### src/rtl/run_pair_detector.sv
// run_pair_detector: detects runs of RUN_LEN identical bits on a qualified
// serial input. Supports overlapping and non-overlapping detection, reports
// the bit value of the detected run and keeps a saturating detection count.
// RUN_LEN=2 with overlap=1 behaves like the classic 00/11 pair detector.
module run_pair_detector #(
  parameter int RUN_LEN = 2,
  parameter int CNT_W   = 8
) (
  input  logic             clk,
  input  logic             reset,
  input  logic             in_valid,
  input  logic             in,
  input  logic             overlap,
  input  logic             cnt_clr,
  output logic             out,
  output logic             out_bit,
  output logic [CNT_W-1:0] det_count
);

  // Run counter must hold every value from 0 up to RUN_LEN inclusive.
  localparam int RCW = $clog2(RUN_LEN + 1);

  localparam logic [RCW-1:0]   RunLenVal = RCW'(RUN_LEN);
  localparam logic [RCW-1:0]   OneVal    = RCW'(1);
  localparam logic [CNT_W-1:0] CntMax    = '1;

  logic [RCW-1:0]   r_runCnt;
  logic             r_lastBit;
  logic             r_haveLast;
  logic             r_out;
  logic             r_outBit;
  logic [CNT_W-1:0] r_detCount;

  logic             w_newRun;
  logic [RCW-1:0]   w_nxt;
  logic             w_hit;
  logic             w_cntSat;

  // Next run length for the incoming bit. A run restarts at 1 when there is
  // no previous bit, the bit changed, or a non-overlapping hit just cleared
  // the count. Otherwise the run grows, but never past RUN_LEN: in overlap
  // mode the counter parks at RUN_LEN so that every further identical bit
  // lands exactly on RUN_LEN again and produces another hit.
  always_comb begin
    w_newRun = 1'b0;
    w_nxt    = OneVal;
    w_hit    = 1'b0;
    w_cntSat = (r_detCount == CntMax);
    if (!r_haveLast || (in != r_lastBit) || (r_runCnt == '0)) begin
      w_newRun = 1'b1;
    end
    if (w_newRun) begin
      w_nxt = OneVal;
    end else if (r_runCnt >= RunLenVal) begin
      w_nxt = RunLenVal;
    end else begin
      w_nxt = r_runCnt + OneVal;
    end
    w_hit = in_valid && (w_nxt == RunLenVal);
  end

  // Run tracking state; only consumed (valid) bits move it, so idle cycles
  // leave a partial run intact.
  always_ff @(posedge clk) begin
    if (reset) begin
      r_runCnt   <= '0;
      r_lastBit  <= 1'b0;
      r_haveLast <= 1'b0;
    end else if (in_valid) begin
      r_lastBit  <= in;
      r_haveLast <= 1'b1;
      if (w_hit) begin
        r_runCnt <= overlap ? RunLenVal : '0;
      end else begin
        r_runCnt <= w_nxt;
      end
    end
  end

  // Detection flag is a one-cycle registered pulse; the run's bit value is
  // captured on a hit and held until the next one.
  always_ff @(posedge clk) begin
    if (reset) begin
      r_out    <= 1'b0;
      r_outBit <= 1'b0;
    end else begin
      r_out <= w_hit;
      if (w_hit) begin
        r_outBit <= in;
      end
    end
  end

  // Saturating detection counter. A clear wins over a simultaneous hit, so
  // that hit is reported on out/out_bit but not counted.
  always_ff @(posedge clk) begin
    if (reset) begin
      r_detCount <= '0;
    end else if (cnt_clr) begin
      r_detCount <= '0;
    end else if (w_hit && !w_cntSat) begin
      r_detCount <= r_detCount + CNT_W'(1);
    end
  end

  assign out       = r_out;
  assign out_bit   = r_outBit;
  assign det_count = r_detCount;

endmodule

### config.mk
export PLATFORM = sky130hd
export DESIGN_NAME = run_pair_detector
export DESIGN_NICKNAME = d
export VERILOG_FILES = /design/src/rtl/run_pair_detector.sv
export SDC_FILE = /design/constraint.sdc
export NUM_CORES = 1
export LEC_CHECK = 0
export ABC_AREA = 0
export CAP_MARGIN = 20
export CORE_ASPECT_RATIO = 1.1
export CORE_MARGIN = 2
export CORE_UTILIZATION = 42
export CTS_BUF_LIST = sky130_fd_sc_hd__clkbuf_4
export CTS_CLUSTER_DIAMETER = 40
export DETAILED_ROUTE_END_ITERATION = 8
export PLACE_DENSITY = 0.7
export SLEW_MARGIN = 20
export SYNTH_ARGS = -nofsm -noshare
export SYNTH_HDL_FRONTEND = slang
export SYNTH_SLANG_ARGS = --single-unit
### constraint.sdc
create_clock -name clk -period 1.5 [get_ports clk]
set_clock_uncertainty 0.05 [all_clocks]
set_input_delay 0.375 -clock clk [delete_from_list [all_inputs] [get_ports clk]]
set_output_delay 0.375 -clock clk [all_outputs]
set_load 0.1 [all_outputs]
==> results.toml <==
[outcome]
status = "completed"

[synth]
ys_ff_latch = 14
synthTopCellsByArea = "dfxtp_1 43%, nor2_1 6.3%, nand2_1 3.4%"
synth_fa_ha_area_share_pct = 1.92
yosysUniqueCellTypes = 30
synth_area_per_cell_sq_um = 9.07
synth_top_area_share_pct = 42.9
yosys.area_share.simple_pct = 33.0
syn_area_sq_um = 653
synth_top_family_by_area = "simple AND/OR/NAND/NOR gates"
synth-warning-count = 0
synth_ff_type = "dfxtp_1"
async_flop_share_pct = 0
synth_edf_count = 0
synth_compound_area_share_pct = 14.2
yosys.area_share.xor_xnor_pct = 3.83
yosysTopAreaCell = "dfxtp_1"
synthMuxAreaShare_pct = 3.07
synth_nets = 79
synthCells = 72
ys_seq_area_share_pct = 42.9

[sta]
whs_ps = 461
relSlewSlack_pct = 80.0
min_period_ps = 1390
fin_ws_ps = 108
rsz0062_at_grt = "false"
fmax_mhz = 718
slew_viol_final = 0
finalCritPeriodShare_pct = 92.8
setup-violations-final = 0
tightest_slew_ps = 301
finalHoldViolations = 0

[finish]
final_common_cell = "nor2_1"
drive_gt1_share_pct = 38.1
fin_nets = 105
final_cell_mix = "11 x nor2_1, 10 x buf_12, 7 x buf_4"
num_antenna_cells = 0
synthToLayoutAreaGrowth_pct = 63.8

[setup_path]
crit_fanout = 4
startpoint_type = "register"
r2r_cells = 5
reg2reg_from = "det_count[0]$_SDFFE_PP0P_"
crit_arrival_ps = 970
critical_path_class = "reg2out"
required_ps = 1070
reg2reg_to = "det_count[0]$_SDFFE_PP0P_"
cp-end-kind = "output port"
r2r_slack_ps = 120

[floorplanning]
die_y_um = 45.4
rows = 14
die_area_sq_um = 1890
design.portCount = 16
start_util_pct = 46.0
coreArea_sq_um = 1420
die_x_um = 41.6

[clock_tree]
cts_hold_buf = 0
path_clk_slew_ps = 90
cts_tree = "built"
clock_latency_ps = 290
cts_sinks = 14
numCtsBuffers = 3
htreeDepth = 1
root_buffer = "clkbuf_4"
clk_path_buf_depth = 2

[grt]
grt_pass1_vias = 601
grt-ovfl-total = 0
grt_pass1_wl_um = 2590
grt_max_degree = 9
grt_antenna_before_repair = 0
grt_usage_pct = 18.8

[route]
vias = 632
drtPass1Iterations = 4
final_antenna_net_count = 0
drt_iter0_markers = 11
routedWlPerCell_um = 13.4
via_per_inst = 5.59
drc = 0
finalWirelength_um = 1520

[place]
dp_hpwl_um = 1100
place_congestion = 0.735
place_ws_ps = -395
portBuffers = 15

[pwr]
power_density_nw_per_um2 = 653
peakVddDrop_v = 0.000653
p_leak_uw = 0.000443
finalPower_uw = 698

[hold_path]
whs_path_depth = 2
hold_path_class = "reg2reg"
hold_end = "r_haveLast$_SDFFE_PP0P_"
hold_start = "r_haveLast$_SDFFE_PP0P_"

[flow_run]
maxCapViolations = 0
critical path, cell delays in order, from the launching register on:
cell and delay, ps:
dfxtp_4 380, buf_4 130, buf_12 160
layout make-up:
class / count / area (sq um)
Tap cell: 16 / 20.0
Clock buffer: 4 / 30.0
Fill cell: 93 / 349
Timing Repair Buffer: 22 / 304
Sequential cell: 14 / 305
Inverter: 1 / 3.75
Multi-Input combinational cell: 56 / 407
registers in the layout, summed over array words and instances (netlist names):
register,count
det_count,8
r_runCnt,2
out,1
out_bit,1
r_haveLast,1
r_lastBit,1
synthesized netlist by cell type (2+ instances only):
library cell	instances
and4_1	2
and3_1	3
mux2i_1	2
dfxtp_1	14
nand4_1	2
nor2_1	11
nor3_1	4
o21ai_0	3
nand3_1	3
a21oi_1	3
nand2_1	6
timing repair:
item,in CTS,in global routing
setup endpoints to repair,6,1
resized for setup,3,2
buffers inserted,0,2
gates cloned,0,0
pin swaps,1,1
worst max-delay path by stage:
| stage | endpoint | from | slack, ps |
|---|---|---|---|
| global route | det_count[6]$_SDFFE_PP0P_ | det_count[0]$_SDFFE_PP0P_ | 0.9 |
| floorplan | det_count[6]$_SDFFE_PP0P_ | det_count[1]$_SDFFE_PP0P_ | -10 |
| CTS | det_count[6]$_SDFFE_PP0P_ | in_valid | 80 |
| global placement | det_count[7]$_SDFFE_PP0P_ | in | -330 |
| finish | det_count[0] | det_count[0]$_SDFFE_PP0P_ | 110 |
| detailed placement | det_count[2]$_SDFFE_PP0P_ | in | -390 |
logic make-up (layout without fill, tap and decap cells):
family          Yosys count  count (layout)
buf+inv                   2              27
mux                       2               2
flops                    14              14
fa+ha+maj                 1               1
simple gates             39              39
compound gates           12              12
xor+xnor                  2               2
metrics by stage:
step	cell area, sq um	TNS [ps]	cells	util [%]
6_report	1070	0	113	75.4
5_1_grt	1070	0	113	75.4
4_1_cts	1050	0	111	73.8
3_5_place_dp	1000	-3220	107	70.5
3_3_place_gp	1000	-2690	107	70.5
2_1_floorplan	697	-13.7	72	-
per-layer routing:
layer / GRT usage [%] / share of wire [%] / wire [um]
met5: 0 / 0 / 0
met1: 21.6 / 42 / 638
met3: 4.80 / 4.7 / 71
met4: 11.6 / 2.4 / 37
met2: 31.9 / 51 / 769
report_power, final:
part	total (uW)	switching (uW)	internal (uW)
Sequential	376	8.74	367
Combinational	72.2	38.0	34.3
Clock	250	128	122
No activity file was read; power rests on OpenSTA's default activity.
